$ cat config.mk
export PLATFORM = sky130hd
export DESIGN_NAME = sprite_compositor
export DESIGN_NICKNAME = d
export VERILOG_FILES = /design/src/rtl/sprite_pkg.sv /design/src/rtl/sprite_rom.sv /design/src/rtl/sprite_compositor.sv
export SDC_FILE = /design/constraint.sdc
export NUM_CORES = 1
export LEC_CHECK = 0
export CAP_MARGIN = 30
export CORE_ASPECT_RATIO = 0.7
export CORE_MARGIN = 3
export CORE_UTILIZATION = 40
export CTS_CLUSTER_SIZE = 20
export DETAILED_ROUTE_END_ITERATION = 6
export GPL_ROUTABILITY_DRIVEN = 0
export HOLD_SLACK_MARGIN = 0.05
export PLACE_DENSITY = 0.67
export SYNTH_ARGS = -nofsm -noshare
export SYNTH_HDL_FRONTEND = slang
export SYNTH_HIERARCHICAL = 1
export SYNTH_SLANG_ARGS = --single-unit
export TNS_END_PERCENT = 50
$ cat constraint.sdc
create_clock -name Clk -period 5.14 [get_ports Clk]
set_input_delay 1.028 -clock Clk [delete_from_list [all_inputs] [get_ports Clk]]
set_output_delay 1.028 -clock Clk [all_outputs]
set_load 0.005 [all_outputs]
$ cat src/rtl/sprite_pkg.sv
// rtl/sprite_pkg.sv - shared types, sizing constants and priority encoder for the sprite compositor
// Contents:
//   P_* constants     default geometry; sprite_attr_t field widths follow these
//   sprite_attr_t     per-sprite attribute record {x, y, frame, rgb, en}
//   prio_t / prio_enc lowest-index-wins encoder over the opaque vector
package sprite_pkg;

  localparam int          P_NUM_SPRITES = 4;
  localparam int          P_SPRITE_W    = 16;
  localparam int          P_SPRITE_H    = 16;
  localparam int          P_NUM_FRAMES  = 4;
  localparam int          P_COORD_W     = 10;
  localparam logic [23:0] P_BG_RGB      = 24'hFFFFFF;

  localparam int P_IDX_W     = (P_NUM_SPRITES > 1) ? $clog2(P_NUM_SPRITES) : 1;
  localparam int P_FRAME_W   = (P_NUM_FRAMES > 1) ? $clog2(P_NUM_FRAMES) : 1;
  localparam int P_ROM_DEPTH = P_NUM_FRAMES * P_SPRITE_H;

  typedef struct packed {
    logic [P_COORD_W-1:0] x;
    logic [P_COORD_W-1:0] y;
    logic [P_FRAME_W-1:0] frame;
    logic [23:0]          rgb;
    logic                 en;
  } sprite_attr_t;

  typedef struct packed {
    logic               found;
    logic [P_IDX_W-1:0] idx;
  } prio_t;

  // Scans from the lowest priority upwards so the last hit written is index 0 side.
  function automatic prio_t prio_enc(input logic [P_NUM_SPRITES-1:0] v);
    prio_t r;
    r = '0;
    for (int i = P_NUM_SPRITES - 1; i >= 0; i--) begin
      if (v[i]) begin
        r.found = 1'b1;
        r.idx   = P_IDX_W'(i);
      end
    end
    return r;
  endfunction

endpackage

$ cat src/rtl/sprite_rom.sv
// rtl/sprite_rom.sv - per-sprite bitmap ROM, one row word per address, 1-cycle synchronous read
// Ports:
//   Clk     in   system clock
//   i_addr  in   frame*SPRITE_H + row
//   o_data  out  row bitmap, bit 0 = leftmost pixel, valid the cycle after i_addr
// Bitmap frames (repeating every 4 frames):
//   0 solid, 1 odd columns opaque, 2 diagonal at column (row+ID) mod SPRITE_W, 3 fully transparent
module sprite_rom
  import sprite_pkg::*;
#(
  parameter int  ID       = 0,
  parameter int  SPRITE_W = P_SPRITE_W,
  parameter int  SPRITE_H = P_SPRITE_H,
  parameter int  DEPTH    = P_ROM_DEPTH,
  localparam int AW       = $clog2(DEPTH)
) (
  input  logic                Clk,
  input  logic [AW-1:0]       i_addr,
  output logic [SPRITE_W-1:0] o_data
);

  logic [SPRITE_W-1:0] r_data;

  function automatic logic [SPRITE_W-1:0] rom_word(input logic [AW-1:0] addr);
    logic [SPRITE_W-1:0] w;
    int                  row;
    int                  frame;
    row   = int'(addr) % SPRITE_H;
    frame = int'(addr) / SPRITE_H;
    w     = '0;
    for (int c = 0; c < SPRITE_W; c++) begin
      case (frame % 4)
        0:       w[c] = 1'b1;
        1:       w[c] = ((c % 2) == 1);
        2:       w[c] = (((row + ID) % SPRITE_W) == c);
        default: w[c] = 1'b0;
      endcase
    end
    return w;
  endfunction

  always_ff @(posedge Clk) begin
    r_data <= rom_word(i_addr);
  end

  assign o_data = r_data;

endmodule

$ cat src/rtl/sprite_compositor.sv
// rtl/sprite_compositor.sv - pipelined N-sprite colour mapper between VGA timing and DAC
// Ports:
//   Clk, Reset_n            clock, async active-low reset
//   pix_valid, DrawX, DrawY pixel stream in, one pixel per cycle, no back-pressure
//   frame_start             commit shadow attributes to the active set
//   reg_we, reg_idx, reg_x, reg_y, reg_frame, reg_rgb, reg_en   shadow attribute write
//   Red, Green, Blue        registered colour, held while out_valid = 0
//   out_valid               colour belongs to the pixel presented two cycles earlier
module sprite_compositor
  import sprite_pkg::*;
#(
  parameter int          NUM_SPRITES = P_NUM_SPRITES,
  parameter int          SPRITE_W    = P_SPRITE_W,
  parameter int          SPRITE_H    = P_SPRITE_H,
  parameter int          NUM_FRAMES  = P_NUM_FRAMES,
  parameter int          COORD_W     = P_COORD_W,
  parameter logic [23:0] BG_RGB      = P_BG_RGB
) (
  input  logic                            Clk,
  input  logic                            Reset_n,
  input  logic                            pix_valid,
  input  logic [COORD_W-1:0]              DrawX,
  input  logic [COORD_W-1:0]              DrawY,
  input  logic                            frame_start,
  input  logic                            reg_we,
  input  logic [$clog2(NUM_SPRITES)-1:0]  reg_idx,
  input  logic [COORD_W-1:0]              reg_x,
  input  logic [COORD_W-1:0]              reg_y,
  input  logic [$clog2(NUM_FRAMES)-1:0]   reg_frame,
  input  logic [23:0]                     reg_rgb,
  input  logic                            reg_en,
  output logic [7:0]                      Red,
  output logic [7:0]                      Green,
  output logic [7:0]                      Blue,
  output logic                            out_valid
);

  localparam int COL_W = $clog2(SPRITE_W);
  localparam int ROW_W = $clog2(SPRITE_H);
  localparam int DEPTH = NUM_FRAMES * SPRITE_H;
  localparam int AW    = $clog2(DEPTH);

  sprite_attr_t r_shadow [NUM_SPRITES];
  sprite_attr_t r_active [NUM_SPRITES];
  sprite_attr_t w_shadow_nxt [NUM_SPRITES];
  sprite_attr_t w_wr_attr;

  logic [SPRITE_W-1:0]    w_row [NUM_SPRITES];
  logic [COL_W-1:0]       w_col [NUM_SPRITES];
  logic [NUM_SPRITES-1:0] w_hit_vec;
  logic [NUM_SPRITES-1:0] w_opaque;
  prio_t                  w_prio;

  logic                   r_valid_s1;
  logic [NUM_SPRITES-1:0] r_hit_s1;
  logic [COL_W-1:0]       r_col_s1 [NUM_SPRITES];
  logic [23:0]            r_rgb_s1 [NUM_SPRITES];
  logic                   r_out_valid;
  logic [23:0]            r_rgb;

  assign w_wr_attr = '{x: reg_x, y: reg_y, frame: reg_frame, rgb: reg_rgb, en: reg_en};

  // Shadow next-state is shared with the commit path so a same-edge write is committed too.
  always_comb begin
    for (int i = 0; i < NUM_SPRITES; i++) begin
      w_shadow_nxt[i] = r_shadow[i];
      if (reg_we && (int'(reg_idx) == i)) begin
        w_shadow_nxt[i] = w_wr_attr;
      end
    end
  end

  always_ff @(posedge Clk or negedge Reset_n) begin
    if (!Reset_n) begin
      for (int i = 0; i < NUM_SPRITES; i++) begin
        r_shadow[i] <= '0;
        r_active[i] <= '0;
      end
    end else begin
      for (int i = 0; i < NUM_SPRITES; i++) begin
        r_shadow[i] <= w_shadow_nxt[i];
        if (frame_start) begin
          r_active[i] <= w_shadow_nxt[i];
        end
      end
    end
  end

  // S0: bounding-box test and ROM address per sprite; S1 comb: opacity from the fetched row.
  for (genvar g = 0; g < NUM_SPRITES; g++) begin : g_spr
    logic [COORD_W:0] w_x_end;
    logic [COORD_W:0] w_y_end;
    logic [ROW_W-1:0] w_dy;
    logic [AW-1:0]    w_addr;

    // One extra bit so a sprite near the coordinate max clips instead of wrapping to 0.
    assign w_x_end = {1'b0, r_active[g].x} + (COORD_W+1)'(SPRITE_W);
    assign w_y_end = {1'b0, r_active[g].y} + (COORD_W+1)'(SPRITE_H);

    assign w_hit_vec[g] = r_active[g].en
                        && (DrawX >= r_active[g].x) && ({1'b0, DrawX} < w_x_end)
                        && (DrawY >= r_active[g].y) && ({1'b0, DrawY} < w_y_end);

    assign w_col[g] = COL_W'(DrawX - r_active[g].x);
    assign w_dy     = ROW_W'(DrawY - r_active[g].y);
    assign w_addr   = w_hit_vec[g]
                    ? (AW'(r_active[g].frame) * AW'(SPRITE_H) + AW'(w_dy))
                    : '0;

    sprite_rom #(
      .ID       (g),
      .SPRITE_W (SPRITE_W),
      .SPRITE_H (SPRITE_H),
      .DEPTH    (DEPTH)
    ) u_rom (
      .Clk    (Clk),
      .i_addr (w_addr),
      .o_data (w_row[g])
    );

    assign w_opaque[g] = r_hit_s1[g] & w_row[g][r_col_s1[g]];
  end

  // S1 registers; colours travel with the pixel so a later commit cannot recolour it.
  always_ff @(posedge Clk or negedge Reset_n) begin
    if (!Reset_n) begin
      r_valid_s1 <= 1'b0;
      r_hit_s1   <= '0;
      for (int i = 0; i < NUM_SPRITES; i++) begin
        r_col_s1[i] <= '0;
        r_rgb_s1[i] <= '0;
      end
    end else begin
      r_valid_s1 <= pix_valid;
      r_hit_s1   <= w_hit_vec;
      for (int i = 0; i < NUM_SPRITES; i++) begin
        r_col_s1[i] <= w_col[i];
        r_rgb_s1[i] <= r_active[i].rgb;
      end
    end
  end

  assign w_prio = prio_enc(w_opaque);

  // S2: output colour only advances on valid pixels.
  always_ff @(posedge Clk or negedge Reset_n) begin
    if (!Reset_n) begin
      r_out_valid <= 1'b0;
      r_rgb       <= '0;
    end else begin
      r_out_valid <= r_valid_s1;
      if (r_valid_s1) begin
        r_rgb <= w_prio.found ? r_rgb_s1[w_prio.idx] : BG_RGB;
      end
    end
  end

  assign Red       = r_rgb[23:16];
  assign Green     = r_rgb[15:8];
  assign Blue      = r_rgb[7:0];
  assign out_valid = r_out_valid;

endmodule
==> metrics.txt, run 1 <==
power per cell area=431 nW/um^2; footprint of the multi-input gates=10000 um^2; Final period util=93.0%; Setup CP Type=in -> reg; post-route cell area=29100 um^2; root buf cell=clkbuf_16; Die W=306 um; Pint=9.03 mW; Global Route Usage Sum=17.5%; wire per inst=19.1 um; gr ovfl total=0; die area=66000 um^2; post-synthesis cell type count=70; Comb pwr share=19.9%; clock-pin slew on the worst setup and hold paths=0.06 ns; Initial Utilization=40.6%; flops & latches, synth=582; Top FF cell, synth=dfrtp_1; post-CTS sizing=0; yosys warns=6; DRT antenna net count=0; Final Hold Vio Count=0; Largest stage delay, worst path=0.85 ns; crit-path cells=clkdlybuf4s50_1 > ha_1 > nor2b_1 > o21a_1 > o21ai_0 > a21oi_1 > o21a_1 > o21ai_0 > o2111ai_1 > buf_4 > nor2_1 > or4b_1 > a21oi_1; max_slew headroom=26.3%; worst path arrival time=5.33 ns; Pleak=12.4 nW; fmax=209 MHz; TritonCTS Buffers=57; Final Max Tran Viols=0; area delta synth->final=15.5%; worst path bufs/invs=2; hold_buf cts=0; Post-synth EDFFs=0; number of diodes=0; Hold Path Class=reg -> reg; Critical Path Fanout Max=8; sw power=3.50 mW; sequential share of power=47.4%; Clock Skew=0.0127 ns; Setup Fix Bufs, Post-CTS=0; vias=15490; fin crit period=4.78 ns; ys async rst share=89.0%; Synth Instances=1992; I/O pin cnt=99; Layout Nets=2330; Setup TNS Final=0 ns; switching part of the total=27.9%; Max-cap violations=0; DR iter-0 viols=885; DRC=0; Mapped Nets=2211; Clk Latency, worst-skew pair=0.62 ns; Core Area=61900 um^2; clock sink total=582; WL final=56.9 mm; Critical Path RT=5.68 ns; via/cell ratio=5.21; Clock power frac=32.6%; antenna violations before repair=3; I/O Buffers=98; vias in the first global route=16226; placed cell areas=27200 um^2; status=finished, final reports clean; CTS HTree Levels=2; delay-heaviest family, CP=compound AO/OA/AOI/OAI gates; sequential area share after synthesis=56.6%; Setup Viol. Count Final=0; Worst-Margin Slew=1.10 ns; Die H=216 um; RSZ-0062 raised after global routing=false; first-pass GRT wire length=91.7 mm; dpl hpwl=37.3 mm; share of cells above drive strength 1=22.1%; Clock Path Buffers=3; Setup crit end kind=flop; slowest stage cell, crit path=clkdlybuf4s50_1; Register Area=14200 um^2; Worst Setup Start Kind=input pin; synthesized area=25200 um^2; Site Rows=76; CTS tree=built; Power Total=12.5 mW; Worst VDD drop=0.260 mV; drt pass-1 iters=5; fillcell total=5340; largest net degree at the start of global routing=118; Avg Cell Area, Syn=12.6 um^2
==> power by group through the flow <==
stage	registers (mW)	clock network (mW)	logic [mW]
2_1_floorplan	5.84	0	1.69
3_3_place_gp	5.98	0	2.41
3_5_place_dp	6.02	0	2.50
4_1_cts	5.94	4.19	2.51
5_1_grt	6.04	4.39	2.79
6_report	5.94	4.09	2.50
==> synth_stat cells, types with 14 or more instances <==
cell	number	area, um^2
dfrtp_1	518	13000
mux2_2	305	3430
ha_1	137	1710
inv_1	137	514
o21ai_0	110	551
nand2_1	98	368
dfxtp_1	64	1280
nor2_1	55	206
clkbuf_1	54	203
a31oi_1	53	332
a21oi_1	52	260
xnor2_1	43	377
nand3_1	31	155
o21ai_1	26	130
a22oi_1	24	180
o21a_1	20	150
nor3_1	19	95.1
a21o_1	17	128
a211oi_1	16	120
nor2b_1	14	87.6
==> layout by cell type (no fill, tap or decap), drive strengths merged, types with 4 or more instances in the layout <==
cell type / count
dfrtp: 518
mux2: 305
inv: 142
o21ai: 138
ha: 137
nand2: 98
clkdlybuf4s50: 96
clkbuf: 84
nor2: 66
dfxtp: 64
a31oi: 53
a21oi: 52
buf: 46
xnor2: 43
nand3: 31
a22oi: 24
o21a: 20
nor3: 19
a21o: 17
a211oi: 16
nor2b: 14
clkinv: 12
nand4bb: 11
nand2b: 11
mux2i: 10
mux4: 10
o211ai: 9
fa: 8
or4b: 8
nand4b: 8
nor3b: 8
nand3b: 6
a21boi: 6
nor4b: 6
o31ai: 5
xor2: 4
o2111ai: 4
or3: 4
or3b: 4
==> worst paths after layout <==
check                                          start                          endpoint  slack, ns  cells past startpoint
max                                         DrawY[1]  g_spr[1].u_rom/o_data[2]$_DFF_P_       0.36                     13
min                         r_active[49]$_DFFE_PN0P_            r_rgb_s1[25]$_DFF_PN0_       0.37                      0
max reg2reg                r_active[122]$_DFFE_PN0P_  g_spr[1].u_rom/o_data[2]$_DFF_P_       1.21                     13
min reg2reg                 r_active[49]$_DFFE_PN0P_            r_rgb_s1[25]$_DFF_PN0_       0.37                      0
max in group asynchronous                    Reset_n            r_shadow[92]$_DFF_PN0_       3.47                      2
min in group asynchronous                    Reset_n           r_shadow[115]$_DFF_PN0_       0.51                      1
==> stage by stage <==
| step | hold WS (ns) | utilization, % | setup slack, ns | std cells |
|---|---|---|---|---|
| after floorplan | 0.350 | - | 0.968 | 1992 |
| after global placement | 0.355 | 44.0 | -0.255 | 2870 |
| after detailed placement | 0.358 | 44.0 | -0.226 | 2870 |
| after CTS | 0.370 | 46.9 | 0.393 | 2973 |
| after global routing | 0.379 | 46.9 | 0.198 | 2974 |
| final | 0.366 | 46.9 | 0.358 | 2974 |
==> final cells by class <==
class / instances / area share [%]
clock buffers: 83 / 5.59
clock inverters: 20 / 0.702
inverters: 137 / 1.77
multi-input cells: 1190 / 34.6
flip-flops and latches: 582 / 49.0
well taps: 819 / 3.53
repair buffers: 143 / 4.83
==> logic make-up (layout without fill, tap and decap cells) <==
group / Yosys count / in the layout / share of synthesized area (%)
AO/OA/AOI/OAI: 367 / 367 / 9.12
XOR/XNOR: 47 / 47 / 1.64
adder cells (fa/ha/maj): 145 / 145 / 7.45
buffers and inverters: 220 / 383 / 3.63
flip-flops: 582 / 582 / 56.6
multiplexers: 325 / 325 / 15.0
AND/OR/NAND/NOR: 306 / 306 / 6.58
==> registers in the layout (all words and copies together) (netlist names) <==
signal              count
out_valid               1
r_valid_s1              1
r_rgb                  24
r_hit_s1                4
r_active              188
g_spr.u_rom/o_data     64
r_col_s1               16
r_rgb_s1               96
r_shadow              188
==> worst reg2reg max path, cell delays in order, from the launching register on <==
cell,delay [ns]
dfrtp_1,0.36
inv_1,0.13
ha_1,0.27
nor2b_1,0.13
o21a_1,0.17
o21ai_0,0.24
a21oi_1,0.13
o21a_1,0.18
o21ai_0,0.51
o2111ai_1,0.48
buf_4,0.31
nor2_1,0.30
or4b_1,0.47
a21oi_1,0.16
==> routing by layer <==
| metal | GRT usage [%] | up-vias | part of all wire (%) |
|---|---|---|---|
| met1 | 25.2 | 7864 | 49 |
| li1 | - | 7272 | - |
| met2 | 27.8 | 252 | 45 |
| met3 | 2.83 | 98 | 4.0 |
| met5 | 0 | - | 0.037 |
| met4 | 4.74 | 4 | 2.2 |
No activity file was read; power rests on OpenSTA's default activity.
==> run 2, diff against run 1 <==
- ABC_AREA: unset -> 1
==> run 2 against run 1 <==
Effect of this change: hold slack improved by 0.0026 ns; die area grew 3.7%; via count increased by 19%; critical path type unchanged; highest routed layer is now met4.
==> metrics.txt, run 2 <==
antenna violations before repair=5 (+2); ys async rst share=89.0% (unchanged); setup ws final=1.33 ns (+0.969 ns); largest net degree at the start of global routing=118 (unchanged); DRC=0 (unchanged); die area=68400 um^2 (+3.7%); Clock Skew=0.0248 ns (+0.0122 ns); Layout Nets=3043 (+31%); I/O Buffers=98 (unchanged); final hold slack=0.369 ns (+0.00258 ns); area delta synth->final=14.5%; Critical Path Fanout Max=8 (unchanged); vias=18460 (+19%); CTS HTree Levels=2 (unchanged); largest area contributor in the netlist=dfrtp_1; Die W=311 um (+1.8%); vias in the first global route=17618 (+8.6%); Setup Viol. Count Final=0 (unchanged); Worst VDD drop=0.255 mV (-1.8%); Worst Setup Start Kind=input pin; Site Rows=77 (+1.3%); footprint of the multi-input gates=9990 um^2 (-0.54%); Critical Path RT=5.67 ns (about the same); Top Registers=r_active: 188 flops, r_shadow: 188 flops, r_rgb_s1: 96 flops; placed insts=3633 (+27%); Clk Latency, worst-skew pair=0.63 ns (about the same); placed cell areas=27900 um^2 (+2.6%); flops & latches, synth=582 (unchanged); I/O pin cnt=99 (unchanged); post-CTS sizing=0 (unchanged); worst path arrival time=4.35 ns (-0.98 ns); Setup crit end kind=flop; Max-cap violations=0 (unchanged); root buf cell=clkbuf_16; final std cells w/o fill=3739 (+26%); Setup TNS Final=0 ns (unchanged); Hold Path Class=reg -> reg; synthesized area=26100 um^2 (+3.7%); Avg Cell Area, Syn=9.49 um^2 (-25%); Core Area=63900 um^2 (+3.2%); Pleak=14.1 nW (+13%); Synth Instances=2751 (+38%); commonest non-fill, non-tap cell in the layout=nand2_1; Power Total=12.2 mW (-2.7%); Post-synth EDFFs=0 (unchanged); RSZ-0062 raised after global routing=false; max_slew headroom=42.1% (+16 points); status=finished, final reports clean; clock sink total=582 (unchanged); Global Route Usage Sum=18.2% (+0.66 points); Clock Path Buffers=3 (unchanged); WL final=61.6 mm (+8.3%); Initial Utilization=40.9% (+0.22 points); top post-synthesis cells by area=dfrtp_1 (50%), nand2_1 (7.7%), ha_1 (6.6%); sequential area share after synthesis=54.6% (-2.0 points); Top FF cell, synth=dfrtp_1; share of cells above drive strength 1=9.59% (-13 points); clock-pin slew on the worst setup and hold paths=0.06 ns (about the same); dpl hpwl=41.3 mm (+11%); post-synthesis cell type count=45 (-36%); Post-Route Utilization=46.8% (-0.14 points); hold_buf cts=0 (unchanged); most frequent cell after synthesis=nand2_1; fillcell total=5954 (+11%); gr ovfl total=0 (unchanged); Final Max Tran Viols=0 (unchanged); Final Hold Vio Count=0 (unchanged); post-route cell area=29900 um^2 (+2.9%); yosys warns=6 (unchanged); fmax=262 MHz (+25%); DR iter-0 viols=1425 (+61%); drt pass-1 iters=5 (unchanged); via/cell ratio=4.94 (-5.2%); Worst-Margin Slew=0.869 ns (-0.227 ns); Setup CP Type=in -> reg; TritonCTS Buffers=56 (-1.8%); most frequent cells in the layout=nand2_1 (533), dfrtp_1 (518), inv_1 (342); DRT antenna net count=0 (unchanged); pre-CTS WS=0.668 ns (+0.894 ns); Commonest cells post-synth=nand2_1 (535), dfrtp_1 (518), inv_1 (342); wire per inst=16.5 um (-14%); power per cell area=408 nW/um^2 (-5.4%); post-synth top area share=49.7% (-1.9 points); first-pass GRT wire length=99.6 mm (+8.7%); Register Area=14200 um^2 (unchanged); CTS tree=built; fin crit period=3.81 ns (-0.969 ns); Mapped Nets=2970 (+34%); Setup Fix Bufs, Post-CTS=0 (unchanged); Die H=220 um (+1.8%); Final period util=74.2% (-19 points)
[run 2: cell types whose count changed in the layout (fill, tap and decap cells not counted), moves of 33 or more]
cell	previous run	this run
nand4_1	3	36
a31oi_1	53	1
nand3_1	30	213
mux2_2	305	107
nand2_1	98	533
nor2_1	55	124
o21ai_0	110	312
inv_1	137	342
[run 2: final timing paths]
check | start | end | slack, ns | depth (start not counted)
hold reg to reg | r_active[164]$_DFFE_PN0P_ | r_rgb_s1[94]$_DFF_PN0_ | 0.37 | 0
min in group asynchronous | Reset_n | r_active[177]$_DFFE_PN0P_ | 0.39 | 1
hold / removal | r_active[164]$_DFFE_PN0P_ | r_rgb_s1[94]$_DFF_PN0_ | 0.37 | 0
setup / recovery | DrawX[4] | g_spr[1].u_rom/o_data[12]$_DFF_P_ | 1.33 | 14
max in group asynchronous | Reset_n | r_active[108]$_DFFE_PN0P_ | 3.64 | 2
setup reg to reg | r_active[135]$_DFFE_PN0P_ | g_spr[1].u_rom/o_data[12]$_DFF_P_ | 1.49 | 14
[run 2: critical path: stages]
cell and delay [ns]:
clkdlybuf4s50_1 0.59, ha_1 0.40, inv_1 0.05, a21oi_1 0.12, nor2_1 0.05, a211oi_1 0.18, nor2_1 0.06, a211oi_1 0.41
nand4_1 0.35, nor2_1 0.65, nand2_4 0.12, inv_1 0.10, nand3_1 0.07, o21ai_1 0.16
[run 2: where the power goes]
part	internal, mW	switching, mW	leakage (nW)	total [mW]
combinational	0.901	1.39	6.22	2.29
sequential	5.31	0.351	6.91	5.67
clock	2.46	1.78	0.931	4.24
total	8.67	3.52	14.1	12.2
[run 2: layout make-up]
class                      count  share of cell area [%]
clock inverter                17                   0.908
multi-input combinational   1702                    33.4
sequential                   582                    47.6
antenna                        1                 0.00837
inverter                     354                    4.46
timing repair buffer         128                    4.45
tap                          869                    3.64
clock buffer                  86                    5.47
[run 2: logic make-up after synthesis]
family	share of synthesized area (%)
buffers and inverters	7.32
DFF	54.6
and+or+nand+nor	16.1
AOI/OAI and AO/OA	8.86
xor gates and xnor gates	1.38
muxes	4.62
adders and majority gates	7.18
[run 2: layer usage]
metal	global-route usage (%)	wire (um)	vias up	share of wire [%]
li1	-	-	9117	-
met1	28.7	31800	8842	52
met2	26.0	25300	430	41
met3	2.67	3350	71	5.4
met4	4.63	1240	0	2.0
met5	0	0	-	0
==> run 3, diff against run 2 <==
- clock period: 5.14 -> 3.6 ns (I/O delays scaled with it)
==> run 3 against run 2 <==
Effect of this change: global-route usage hardly changed; final cell count is 2.2% higher; count of clock-buffer cells in the layout shrank 13; clock power grew 39%; die area stayed put; utilization increased by 1.1 points; via count up 2.0%.
==> metrics.txt, run 3 (synthesis gave the netlist of run 2 again) <==
status=finished, final reports clean; Hold Path Class=in -> async; Most Frequent Cell on Critical Path=nand2_1; via/cell ratio=4.93 (-0.17%); Critical Path RT=4.09 ns (-1.58 ns); I/O pin cnt=99 (unchanged); largest net degree at the start of global routing=109 (-7.6%); setup ws final=0.363 ns (-0.965 ns); TritonCTS Buffers=54 (-3.6%); DRT antenna net count=0 (unchanged); area delta synth->final=17.2%; vias=18828 (+2.0%); Worst-Margin Slew=0.978 ns (+0.110 ns); Setup CP Type=reg -> reg; pre-CTS WS=-0.124 ns (-0.792 ns); Global Route Usage Sum=18.2% (-0.039 points); footprint of the multi-input gates=9990 um^2 (unchanged); root buf cell=clkbuf_16; Initial Utilization=40.9% (unchanged); crit-path cells=ha_1 > xnor2_1 > ha_1 > nand2_1 > nor2_1 > a211oi_1 > nor2_1 > a211oi_1 > nand4_1 > buf_4 > nor2_1 > ha_1 > inv_1 > nand2_1 > nand2_1 > nand3_1 > nand2_1; clock sink total=582 (unchanged); fillcell total=5855 (-1.7%); die area=68400 um^2 (unchanged); Pleak=14.5 nW (+3.1%); Clock Path Buffers=3 (unchanged); Setup Viol. Count Final=0 (unchanged); Layout Nets=3126 (+2.7%); Clock Skew=0.0339 ns (+0.00904 ns); hold_buf cts=0 (unchanged); RSZ-0062 raised after global routing=false; worst path bufs/invs=2 (-1); post-CTS sizing=0 (unchanged); Final Max Tran Viols=0 (unchanged); fin crit period=3.24 ns; max_slew headroom=34.8% (-7.3 points); Setup Fix Bufs, Post-CTS=0 (unchanged); dpl hpwl=43.1 mm (+4.3%); Max-cap violations=0 (unchanged); Setup TNS Final=0 ns (unchanged); Worst VDD drop=0.346 mV (+35%); Register Area=14200 um^2 (unchanged); Post-Route Utilization=47.9% (+1.1 points); Largest stage delay, worst path=0.43 ns (-0.22 ns); Top Registers=r_active: 188 flops, r_shadow: 188 flops, r_rgb_s1: 96 flops; Critical Path Fanout Max=8 (unchanged); Die H=220 um (unchanged); power per cell area=569 nW/um^2 (+39%); I/O Buffers=98 (unchanged); wire per inst=16.1 um (-2.1%); Site Rows=77 (unchanged); drt pass-1 iters=6 (+1); WL final=61.6 mm (about the same); Final Hold Vio Count=0 (unchanged); antenna violations before repair=4 (-1); share of cells above drive strength 1=12.4% (+2.8 points); Worst Setup Start Kind=flop; clock-pin slew on the worst setup and hold paths=0.06 ns (about the same); CTS tree=built; Clk Latency, worst-skew pair=0.62 ns (about the same); Die W=311 um (unchanged); fmax=309 MHz; delay-heaviest family, CP=simple AND/OR/NAND/NOR gates; Worst R2R Setup Slack=0.36 ns (-1.13 ns); DR iter-0 viols=1566 (+9.9%); most frequent cells in the layout=nand2_1 (533), dfrtp_1 (518), inv_1 (342); CTS HTree Levels=2 (unchanged); Setup crit end kind=flop; vias in the first global route=18044 (+2.4%); DRC=0 (unchanged); gr ovfl total=0 (unchanged); Core Area=63900 um^2 (unchanged); Final period util=89.9%; first-pass GRT wire length=100 mm (+0.39%); commonest non-fill, non-tap cell in the layout=nand2_1; worst path arrival time=3.73 ns (-0.62 ns); slowest stage cell, crit path=dfrtp_1
==> run 3: cell types whose count changed in the layout (fill, tap and decap cells not counted), sizes merged <==
cell      delta
inv          -1
clkinv       +8
clkinvlp     +2
buf         +85
clkbuf      -13
==> run 3: metrics by stage <==
stage,std cells,power (mW),hold WS [ns],area [um^2]
after global routing,3820,18.4,0.0774,30600
final,3820,17.4,0.0668,30600
after global placement,3720,11.5,0.353,28700
after detailed placement,3720,11.6,0.357,28700
after floorplan,2751,10.3,0.350,26100
after CTS,3819,17.5,0.0505,30600
==> run 3: metal layers <==
metal	GRT usage [%]	share of wire, %
met5	0	0
met4	4.24	1.8
met3	2.40	5.2
met2	26.0	41
met1	28.9	52
==> run 3: layout make-up <==
type                            count  share of cell area [%]
Timing Repair Buffer              213                    6.76
Sequential cell                   582                    46.6
Multi-Input combinational cell   1702                    32.7
Inverter                          354                    4.36
Tap cell                          869                    3.55
Antenna cell                        1                 0.00818
Clock buffer                       73                    4.98
Clock inverter                     26                    1.13
==> run 3: path summary, 6_finish.rpt <==
path | startpoint | endpoint | cells past startpoint
min in group Clk | r_active[67]$_DFFE_PN0P_ | r_rgb_s1[43]$_DFF_PN0_ | 0
max reg2reg | r_active[88]$_DFFE_PN0P_ | g_spr[2].u_rom/o_data[8]$_DFF_P_ | 17
max | r_active[88]$_DFFE_PN0P_ | g_spr[2].u_rom/o_data[8]$_DFF_P_ | 17
min | Reset_n | r_active[177]$_DFFE_PN0P_ | 1
min reg2reg | r_active[67]$_DFFE_PN0P_ | r_rgb_s1[43]$_DFF_PN0_ | 0
max in group asynchronous | Reset_n | r_active[4]$_DFFE_PN0P_ | 3
==> run 3: where the power goes <==
| part | switching, mW | leakage [nW] | internal, mW |
|---|---|---|---|
| combinational | 2.02 | 6.67 | 1.39 |
| clock | 2.54 | 0.913 | 3.36 |
| sequential | 0.506 | 6.91 | 7.59 |
| total | 5.07 | 14.5 | 12.3 |
